==> config.mk <==
export PLATFORM = sky130hd
export DESIGN_NAME = mem_write_buffer
export DESIGN_NICKNAME = d
export VERILOG_FILES = /design/src/rtl/mem_write_buffer.sv
export SDC_FILE = /design/constraint.sdc
export NUM_CORES = 1
export LEC_CHECK = 0
export CAP_MARGIN = 0
export CELL_PAD_IN_SITES_DETAIL_PLACEMENT = 1
export CELL_PAD_IN_SITES_GLOBAL_PLACEMENT = 1
export CORE_ASPECT_RATIO = 1.2
export CORE_MARGIN = 2
export CORE_UTILIZATION = 33
export CTS_CLUSTER_SIZE = 14
export DETAILED_ROUTE_END_ITERATION = 16
export HOLD_SLACK_MARGIN = 0.02
export PLACE_DENSITY_LB_ADDON = 0.08
export SYNTH_ARGS = -nofsm -noshare
export SYNTH_HDL_FRONTEND = slang
export SYNTH_SLANG_ARGS = --single-unit
==> constraint.sdc <==
create_clock -name clk -period 2.7 [get_ports clk]
set_clock_uncertainty 0.15 [all_clocks]
set_input_delay 0.54 -clock clk [delete_from_list [all_inputs] [get_ports clk]]
set_output_delay 0.54 -clock clk [all_outputs]
set_load 0.05 [all_outputs]
==> src/rtl/mem_write_buffer.sv <==
// Posted-write buffer between the 16-bit CPU port and the 8-bit bus sequencer.
// Define MEM_WB_BYPASS_EN to let non-conflicting reads overtake queued writes.
module mem_write_buffer #(
  parameter int DEPTH = 2,
  parameter int AW    = 15
) (
  input  logic          clk,
  input  logic          rst_n,
  input  logic [AW-1:0] c_raddr,
  input  logic          c_rreq,
  output logic [15:0]   c_rdata,
  output logic          c_rdone,
  input  logic [AW-1:0] c_waddr,
  input  logic [1:0]    c_wmask,
  input  logic [15:0]   c_wdata,
  output logic          c_wdone,
  output logic [AW-1:0] m_raddr,
  output logic          m_rreq,
  input  logic [15:0]   m_rdata,
  input  logic          m_rdone,
  output logic [AW-1:0] m_waddr,
  output logic [1:0]    m_wmask,
  output logic [15:0]   m_wdata,
  input  logic          m_wdone,
  output logic          idle
);

  localparam int PW = $clog2(DEPTH);

  typedef enum logic [1:0] {
    S_IDLE,
    S_WR,
    S_RD
  } state_t;

  state_t r_state;
  state_t w_state_nxt;

  logic [AW-1:0] r_faddr [DEPTH];
  logic [1:0]    r_fmask [DEPTH];
  logic [15:0]   r_fdata [DEPTH];

  logic [PW:0]   r_wptr;
  logic [PW:0]   r_rptr;
  logic [PW:0]   w_wptr_nxt;
  logic [PW:0]   w_rptr_nxt;
  logic [PW-1:0] w_widx;
  logic [PW-1:0] w_ridx;

  logic          r_wdone;
  logic          r_rdone;
  logic [15:0]   r_rdata;
  logic          r_idle;
  logic [AW-1:0] r_raddr;

  logic w_empty;
  logic w_full;
  logic w_push;
  logic w_pop;
  logic w_rd_ok;
  logic w_rd_go;
  logic w_rd_fin;

  assign w_widx = r_wptr[PW-1:0];
  assign w_ridx = r_rptr[PW-1:0];

  assign w_empty = (r_wptr == r_rptr);
  assign w_full  = (r_wptr[PW] != r_rptr[PW]) &&
                   (w_widx == w_ridx);

  assign w_pop  = (r_state == S_WR) && m_wdone;
  // A full FIFO still accepts a push in the cycle its head pops.
  assign w_push = (c_wmask != 2'b00) && !r_wdone &&
                  (!w_full || w_pop);

  assign w_wptr_nxt = w_push ? r_wptr + (PW+1)'(1) : r_wptr;
  assign w_rptr_nxt = w_pop  ? r_rptr + (PW+1)'(1) : r_rptr;

`ifdef MEM_WB_BYPASS_EN
  logic [DEPTH-1:0] r_vld;
  logic             w_hit;

  always_comb begin
    w_hit = 1'b0;
    for (int i = 0; i < DEPTH; i++) begin
      if (r_vld[i] && (r_faddr[i] == c_raddr)) begin
        w_hit = 1'b1;
      end
    end
  end

  always_ff @(posedge clk) begin
    if (!rst_n) begin
      r_vld <= '0;
    end else begin
      if (w_pop) begin
        r_vld[w_ridx] <= 1'b0;
      end
      if (w_push) begin
        r_vld[w_widx] <= 1'b1;
      end
    end
  end

  assign w_rd_ok = c_rreq && !r_rdone &&
                   (r_state == S_IDLE) && !w_hit;
`else
  assign w_rd_ok = c_rreq && !r_rdone &&
                   (r_state == S_IDLE) && w_empty;
`endif

  always_ff @(posedge clk) begin
    if (w_push) begin
      r_faddr[w_widx] <= c_waddr;
      r_fmask[w_widx] <= c_wmask;
      r_fdata[w_widx] <= c_wdata;
    end
  end

  always_comb begin
    w_state_nxt = r_state;
    m_rreq      = 1'b0;
    m_wmask     = 2'b00;
    w_rd_go     = 1'b0;
    w_rd_fin    = 1'b0;
    unique case (r_state)
      S_IDLE: begin
        if (w_rd_ok) begin
          w_rd_go     = 1'b1;
          w_state_nxt = S_RD;
        end else if (!w_empty) begin
          w_state_nxt = S_WR;
        end
      end
      S_WR: begin
        if (m_wdone) begin
          w_state_nxt = S_IDLE;
        end else begin
          m_wmask = r_fmask[w_ridx];
        end
      end
      S_RD: begin
        if (m_rdone) begin
          w_rd_fin    = 1'b1;
          w_state_nxt = S_IDLE;
        end else begin
          m_rreq = 1'b1;
        end
      end
      default: begin
        w_state_nxt = S_IDLE;
      end
    endcase
  end

  always_ff @(posedge clk) begin
    if (!rst_n) begin
      r_state <= S_IDLE;
      r_wptr  <= '0;
      r_rptr  <= '0;
      r_wdone <= 1'b0;
      r_rdone <= 1'b0;
      r_rdata <= 16'h0000;
      r_idle  <= 1'b1;
      r_raddr <= '0;
    end else begin
      r_state <= w_state_nxt;
      r_wptr  <= w_wptr_nxt;
      r_rptr  <= w_rptr_nxt;
      r_wdone <= w_push;
      r_rdone <= w_rd_fin;
      r_idle  <= (w_wptr_nxt == w_rptr_nxt) &&
                 (w_state_nxt == S_IDLE);
      if (w_rd_go) begin
        r_raddr <= c_raddr;
      end
      if (w_rd_fin) begin
        r_rdata <= m_rdata;
      end
    end
  end

  assign m_waddr = r_faddr[w_ridx];
  assign m_wdata = r_fdata[w_ridx];
  assign m_raddr = r_raddr;
  assign c_wdone = r_wdone;
  assign c_rdone = r_rdone;
  assign c_rdata = r_rdata;
  assign idle    = r_idle;

endmodule

After elaboration in Yosys (flattened, before gate mapping) --
Memories as Yosys holds them, arrays and structs flattened. A register that Yosys moved wholly into a read port is not among the register bits. Index checks and enable logic that the tools add are counted.
Word-level totals: bits in latches 0, memories kept 3, flip-flop bits (word level) 40, logic and storage cells 54, RAM bits 66, memory bits (read-only) 0
Memories:
- r_fdata | words 2, bits a word 16, rd ports 1, clocked after Yosys merged registers in 1, wr ports 1, RTL line 41 | logic [15:0] r_fdata [DEPTH];
- r_faddr | words 2, bits a word 15, rd ports 1, clocked after Yosys merged registers in 1, wr ports 1, RTL line 39 | logic [AW-1:0] r_faddr [DEPTH];
- r_fmask | words 2, bits a word 2, rd ports 1, clocked after Yosys merged registers in 1, wr ports 1, RTL line 40 | logic [1:0] r_fmask [DEPTH];
Cells by class: multiply operators 0, bitwise operators 0, multiplexer cells 20, divide/modulo/power cells 0, eq/ne operators 6, order comparisons 0, shifts and indexed selects 0, add/sub/neg operators 2, reductions and logical operators 15
Operators by type and width (number):
- $mux W2 | 8
- $mux W1 | 11
- $logic_and A1 B1 Y1 | 8
- $pmux W2 S3 | 1
- $add A2 B1 Y2 const B | 2
- $eq A2 B2 Y1 | 2
- $logic_not A2 Y1 | 2
- $logic_not A1 Y1 | 3
- $eq A2 B1 Y1 const B | 1
- $eq A2 B2 Y1 const B | 1
- $reduce_bool A2 Y1 | 1
- $eq A1 B1 Y1 | 1
- $logic_or A1 B1 Y1 | 1
- $ne A1 B1 Y1 | 1

Depth between registers and ports, before layout --
Gate-level depths: netlist of the first run.
depth in word-level cells 8, gate-level depth with buffers 8, depth with buffers taken out 7

Worst setup path before layout of the first run --
No wires, ideal clock.
kind reg2out, start point reg with a tool-made name, end point out m_wmask[0], path buffers 2, cell stages (with the launch flop) 5, path slack -0.033 ns, arrival 2.043 ns, cell sequence dfxtp_1 clkbuf_1 clkbuf_1 mux2i_1 nor3_1
RTL lines:
- to (decl) | RTL line 22 | output logic [1:0] m_wmask,

Final worst setup path of the first run --
start point in m_wdone, end point reg r_idle (netlist: idle)
Between the ends: longest elaborated chain between the ends 6, elaborated cells between the ends (all ways) 10, those cells by class 1 x eq/ne; 4 x mux; 5 x reduce/logical
RTL lines:
- from (decl) | RTL line 24 | input logic m_wdone,
- $logic_and A1 B1 Y1 | RTL line 71 | assign w_pop = (r_state == S_WR) && m_wdone;
- $logic_or A1 B1 Y1 | RTL line 74 | (!w_full || w_pop);
- $logic_and A1 B1 Y1 | RTL line 73 | assign w_push = (c_wmask != 2'b00) && !r_wdone &&
- net w_push | RTL line 58 | logic w_push;
- $mux W2 | RTL line 76 | assign w_wptr_nxt = w_push ? r_wptr + (PW+1)'(1) : r_wptr;
- $eq A2 B2 Y1 | RTL line 172 | r_idle <= (w_wptr_nxt == w_rptr_nxt) &&
- $logic_and A1 B1 Y1 | RTL line 172
- to (signal assigned) | RTL line 172
- to (decl) | RTL line 53 | logic r_idle;
The timed path passes the listed nets, and every way through them passes these cells. A chain may end at the register's enable or synchronous reset.

==> summary.md, run 1 <==
| Metric | Value |
|---|---|
| Largest net degree at the start of global routing | `34` |
| TritonCTS Sinks | `107` |
| # Max-Cap Violations | `0` |
| Clock power frac | `22.1%` |
| Cell accounting for the most synthesized area | `edfxtp_1` |
| Number of routed nets with antenna violations | `0` |
| Share of cells above drive strength 1 | `23.8%` |
| Core box area | `12100 sq um` |
| Clk buf depth | `2` |
| Worst hold path type | `flop to flop` |
| Critical Path AT | `2660 ps` |
| Mean number of vias per cell | `4.50` |
| Max Freq | `391 MHz` |
| Root buffer cell | `clkbuf_16` |
| Hold Crit Start | `c_rdata[1]$_SDFFE_PN0P_` |
| Worst-margin pin slew | `646 ps` |
| Crit Path Category | `input pin to flop` |
| Number of enable flip-flop cells after synthesis | `66` |
| Period Utilization, post-route | `94.7%` |
| Initial antenna violation count | `0` |
| GRT overflow | `0` |
| Synth top cells by count | `edfxtp_1 (66), dfxtp_1 (41), nand2_1 (35)` |
| Synthesis Warnings | `0` |
| H-tree level count | `3` |
| CP Max Fanout | `4` |
| NetSw | `2.35 mW` |
| Worst skew pair latency | `340 ps` |
| Drt total wl | `9090 microns` |
| Most used DFF post-synth | `edfxtp_1` |
| Final Hold Slack | `316 ps` |
| Metal3 WL | `698 microns` |
| Startpoint type of the worst setup path | `input pin` |
| Post-Synth XOR/XNOR Area | `1.90%` |
| Width of the die | `106 microns` |
| DR iter-0 viols | `83` |
| RSZ-0062 raised after global routing | `false` |
| Largest family of logic cells by synthesized area | `multiplexers` |
| #FFs+latches synth | `107` |
| Util after Layout | `49.4%` |
| Vias in the first global route | `2831` |
| Seq pwr share | `36.5%` |
| CTS buffer count | `9` |
| Multiplexer share of the synthesized area | `12.7%` |
| Initial core utilization | `33.8%` |
| Status | `completed` |
| Synth Area in Simple Gates | `9.45%` |
| Drt drc | `0` |
| DPL Wire Length | `6250 microns` |
| Max transition margin | `57.0%` |
| Router iterations before antenna repair | `4` |
| Top layer in use | `met4` |
| Critical path required time | `2800 ps` |
| Post-synth net total | `354` |
| WL met2 | `4350 microns` |
| Synth Area in Compound Gates | `4.59%` |
| Synthesized area | `4090 sq um` |
| Pwr Density | `1040 nW/um^2` |
| Mapped Avg Cell Area | `14.5 sq um` |
| I/O pin count | `137` |
| Die height | `126 microns` |
| Final Max Slew Viols | `0` |
| Overall Global Routing Usage | `14.3%` |
| Wire per inst | `15.3 microns` |
| Gpl congestion | `0.670` |
| Hold_buf cts | `0` |
| Reg-to-reg startpoint | `r_rptr[0]$_SDFF_PN0_` |
| CTS tree | `built` |
| Synthesized instance count | `283` |
| CP endpoint kind | `flop` |
| LEAKAGE | `2.11 nW` |
| Nets | `498` |
| Vias | `2668` |
| Setup-failing EPs final | `0` |
| Distinct cells, synth | `33` |
| Post-CTS Resized | `0` |
| First-pass GRT wire length | `14800 microns` |
| Diode count | `0` |
| Sequential-to-total area share from yosys stat | `68.5%` |
| PortBufs | `136` |
| Postcts setup bufs | `0` |
| Final Critical Period | `2560 ps` |
| Worst Setup SP | `m_wdone` |
| Rows | `44` |
| Worst ir drop on vdd | `0.000409 V` |
| Area Growth Syn to Fin | `46.2%` |
| Yosys top cell area share | `48.4%` |
| Die ar. | `13300 sq um` |
| Post-Synth Adder-Cell Area | `0.612%` |
| Hold Vio Cnt, Final | `0` |
| Synth top area cells | `edfxtp_1 (48%), dfxtp_1 (20%), mux2_2 (8.5%), mux2i_1 (4.2%), nand2_1 (3.2%)` |
| Switching Share | `37.9%` |
| M1 WL | `3940 microns` |
| Synth async-reset ratio | `0%` |
| Most numerous cell in the Yosys netlist | `edfxtp_1` |
| CTS clk-pin slew, worst paths | `70 ps` |
| Internal power | `3.85 mW` |
| Comb pwr share | `41.3%` |
[kinds of logic after synthesis]
| logic type | Yosys count |
|---|---|
| buffers and inverters | 18 |
| and+or+nand+nor | 75 |
| adders and majority gates | 2 |
| AOI/OAI and AO/OA | 25 |
| DFF | 107 |
| xor gates and xnor gates | 8 |
| muxes | 48 |
[worst paths after layout]
check                                               end  depth (start not counted)  slack [ps]
worst max-delay path                    idle$_SDFF_PN1_                          8         140
worst min-delay path            c_rdata[1]$_SDFFE_PN0P_                          2         320
worst max register to register          idle$_SDFF_PN1_                          7         240
worst min register to register  c_rdata[1]$_SDFFE_PN0P_                          2         320
[sequential cells by signal (all words and copies together), names as in the netlist, named ones only]
register  count
r_state       2
c_wdone       1
c_rdata      16
m_raddr      15
r_fdata      32
r_faddr      30
r_wptr        2
idle          1
c_rdone       1
r_rptr        2
r_fmask       4
[metal layers]
layer  up-vias  GRT usage, %
met1      1287          17.1
li1       1288             -
met5         -             0
met3         7          5.49
met4         0          4.18
met2        86          23.9
[cell type report]
| class | count | area [sq um] |
|---|---|---|
| sequential | 107 | 2800 |
| fill | 1267 | 6130 |
| tap | 161 | 201 |
| inverter | 2 | 7.51 |
| timing repair buffer | 149 | 1440 |
| clock buffer | 10 | 239 |
| clock inverter | 6 | 76.3 |
| multi-input combinational | 158 | 1220 |
[stage by stage]
stage          std cells  setup slack [ps]  TNS [ps]  total power [mW]  area [sq um]
2_1_floorplan        283              66.2         0              4.07          4100
3_3_place_gp         577              -176      -176              4.85          5660
3_5_place_dp         577              -289      -289              4.89          5660
4_1_cts              593              49.3         0              6.29          5980
5_1_grt              593              21.2         0              6.52          5980
6_report             593               143         0              6.20          5980
[worst max-delay path, cell delays in order]
cell and delay (ps):
clkdlybuf4s50_1 480, nand3b_1 110, a311oi_2 280, ha_2 360
o21ai_0 160, o21ai_0 130, a2111o_1 440, o31ai_2 170
[placed cells by master (no fill, tap or decap), types with 3 or more instances in the layout]
cell type / Yosys / layout
and2_1: 6 / 6
nor3_1: 5 / 3
buf_4: 0 / 42
xor2_1: 3 / 3
nand2_1: 35 / 35
nor2b_1: 17 / 17
buf_12: 1 / 5
mux2_2: 31 / 31
clkbuf_16: 0 / 9
nor2_1: 3 / 3
xnor2_1: 4 / 4
clkdlybuf4s50_1: 0 / 102
mux2i_1: 17 / 17
dfxtp_1: 41 / 40
a21boi_0: 16 / 16
inv_6: 0 / 4
edfxtp_1: 66 / 66
[power by group through the flow]
| stage | Combinational, mW | Sequential [mW] | Clock [mW] |
|---|---|---|---|
| after CTS | 2.60 | 2.27 | 1.42 |
| final | 2.56 | 2.27 | 1.37 |
| after detailed placement | 2.59 | 2.31 | 0 |
| after global routing | 2.72 | 2.31 | 1.49 |
| after global placement | 2.56 | 2.29 | 0 |
| after floorplan | 1.51 | 2.56 | 0 |
Note: power is estimated with default switching activity, not from simulation.
==> inputs of run 2 (changes only) <==
==> constraint.sdc (replaced) <==
create_clock -name clk -period 2.1 [get_ports clk]
set_clock_uncertainty 0.15 [all_clocks]
set_input_delay 0.42 -clock clk [delete_from_list [all_inputs] [get_ports clk]]
set_output_delay 0.42 -clock clk [all_outputs]
set_load 0.05 [all_outputs]
==> summary.md, run 2 (synthesized netlist as in run 1, its figures left out) <==
| Metric | Value |
|---|---|
| CP endpoint kind | `flop (unchanged)` |
| Most common cell after layout, fill and taps aside | `clkdlybuf4s50_1 (unchanged)` |
| PortBufs | `136 (unchanged)` |
| DPL Wire Length | `6480 microns (was 6250 microns)` |
| Final Max Slew Viols | `0 (unchanged)` |
| Final Critical Period | `2140 ps` |
| RSZ-0062 raised after global routing | `true (was false)` |
| First-pass GRT wire length | `15000 microns (was 14800 microns)` |
| Clk buf depth | `2 (unchanged)` |
| LEAKAGE | `2.57 nW (was 2.11 nW)` |
| Hold_buf cts | `0 (unchanged)` |
| Rows | `44 (unchanged)` |
| CP Max Fanout | `3 (was 4)` |
| I/O pin count | `137 (unchanged)` |
| Area Growth Syn to Fin | `51.4% (was 46.2%)` |
| Final Worst Setup Slack | `-40.1 ps (was 143 ps)` |
| Die ar. | `13300 sq um (unchanged)` |
| Final Hold Slack | `304 ps (was 316 ps)` |
| Worst ir drop on vdd | `0.000534 V (was 0.000409 V)` |
| Initial core utilization | `33.8% (unchanged)` |
| Status | `complete, but fails checks (was completed)` |
| Max Freq | `467 MHz` |
| Overall Global Routing Usage | `14.4% (was 14.3%)` |
| Gpl congestion | `0.735 (was 0.670)` |
| Width of the die | `106 microns (unchanged)` |
| Util after Layout | `51.1% (was 49.4%)` |
| Initial antenna violation count | `0 (unchanged)` |
| Wire per inst | `15.5 microns (was 15.3 microns)` |
| Largest net degree at the start of global routing | `34 (unchanged)` |
| Worst skew pair latency | `340 ps (about the same)` |
| # Max-Cap Violations | `0 (unchanged)` |
| Max transition margin | `64.6% (was 57.0%)` |
| Mean number of vias per cell | `4.49 (was 4.50)` |
| DR iter-0 viols | `100 (was 83)` |
| Core box area | `12100 sq um (unchanged)` |
| TritonCTS Sinks | `107 (unchanged)` |
| Startpoint type of the worst setup path | `flop (was input pin)` |
| Die height | `126 microns (unchanged)` |
| Failing checks | `setup timing` |
| Critical path required time | `2210 ps (was 2800 ps)` |
| CTS clk-pin slew, worst paths | `80 ps (was 70 ps)` |
| Vias in the first global route | `2937 (was 2831)` |
| Nets | `511 (was 498)` |
| Router iterations before antenna repair | `4 (unchanged)` |
| Setup-failing EPs final | `1 (was 0)` |
| Reg with most FFs | `r_fdata (unchanged)` |
| Share of cells above drive strength 1 | `29.0% (was 23.8%)` |
| Worst hold path type | `input pin to flop (was flop to flop)` |
| Drt drc | `0 (unchanged)` |
| Diode count | `0 (unchanged)` |
| CTS tree | `built (unchanged)` |
| Critical Path AT | `2250 ps (was 2660 ps)` |
| Most frequent cells in the layout | `clkdlybuf4s50_1 (70), edfxtp_1 (66), buf_4 (57) (was clkdlybuf4s50_1 (102), edfxtp_1 (66), buf_4 (42))` |
| GRT overflow | `0 (unchanged)` |
| Root buffer cell | `clkbuf_16 (unchanged)` |
| Pwr Density | `1310 nW/um^2 (was 1040 nW/um^2)` |
| Period Utilization, post-route | `102%` |
| Number of routed nets with antenna violations | `0 (unchanged)` |
| Worst-margin pin slew | `530 ps (was 646 ps)` |
| Crit Path Category | `flop to flop (was input pin to flop)` |
| Vias | `2722 (was 2668)` |
| CTS buffer count | `9 (unchanged)` |
| Hold Vio Cnt, Final | `0 (unchanged)` |
| H-tree level count | `3 (unchanged)` |
| Drt total wl | `9420 microns (was 9090 microns)` |
| Number of flip-flops in the largest register | `32 (unchanged)` |
## run 2: changes by cell type in the layout (fill, tap and decap cells not counted), moves of 2 or more
cell,delta
dlymetal6s2s_1,+21
nor3_2,-2
buf_12,+4
nor3_4,+2
clkinvlp_4,+3
o21ai_1,+2
inv_6,-3
o21ai_0,-2
buf_4,+15
dfxtp_2,+2
clkdlybuf4s50_1,-32
dfxtp_1,-2
dlygate4sd2_1,+4
## run 2: timing repair
action                     in CTS  in global routing
setup endpoints to repair      12                 30
buffers inserted                1                  1
gates resized for setup         8                 23
cloned                          0                  1
pin swaps                       5                  3
## run 2: report_power, final
part / internal, mW / leakage [nW] / switching, mW / total (mW)
clock network: 0.813 / 0.126 / 0.784 / 1.60
logic: 1.47 / 1.49 / 2.17 / 3.65
registers: 2.74 / 0.956 / 0.150 / 2.89
total: 5.02 / 2.57 / 3.11 / 8.13
## run 2: path summary, 6_finish.rpt
path	startpoint	to	slack, ps	depth (start not counted)
setup / recovery	r_rptr[1]$_SDFF_PN0_	idle$_SDFF_PN1_	-40	7
hold / removal	c_wmask[1]	r_fmask[1][1]$_DFFE_PP_	300	1
setup reg to reg	r_rptr[1]$_SDFF_PN0_	idle$_SDFF_PN1_	-40	7
hold reg to reg	c_rdata[11]$_SDFFE_PN0P_	c_rdata[11]$_SDFFE_PN0P_	310	2
## run 2: area by class of cell
type	count	area, sq um
clock buffers	9	225
clock inverters	7	52.6
fillers	1233	5920
inverters	2	7.51
multi-input cells	158	1270
flip-flops and latches	107	2810
well taps	161	201
repair buffers	162	1630
## run 2: metal layers
layer / GRT usage, % / up-vias / share of wire, %
li1: - / 1321 / -
met1: 17.1 / 1302 / 42
met2: 24.3 / 91 / 50
met3: 5.28 / 8 / 7.2
met4: 4.41 / 0 / 1.2
met5: 0 / - / 0
## run 2: per-stage QoR
step | TNS [ps] | instance area, sq um | power [mW] | setup WS, ps | cells
2_1_floorplan | -6450 | 4160 | 5.31 | -236 | 283
3_3_place_gp | -15280 | 5810 | 6.51 | -525 | 587
3_5_place_dp | -18080 | 5810 | 6.56 | -615 | 587
4_1_cts | -107 | 6100 | 8.21 | -107 | 604
5_1_grt | -134 | 6190 | 8.53 | -116 | 606
6_report | -40.1 | 6190 | 8.13 | -40.1 | 606
## run 2: critical path: stages (launching register included)
cell and delay, ps:
dfxtp_2 340, xor2_2 190, a311oi_4 360, ha_4 270
o21ai_1 110, o21ai_1 90, a2111o_1 380, o31ai_2 170
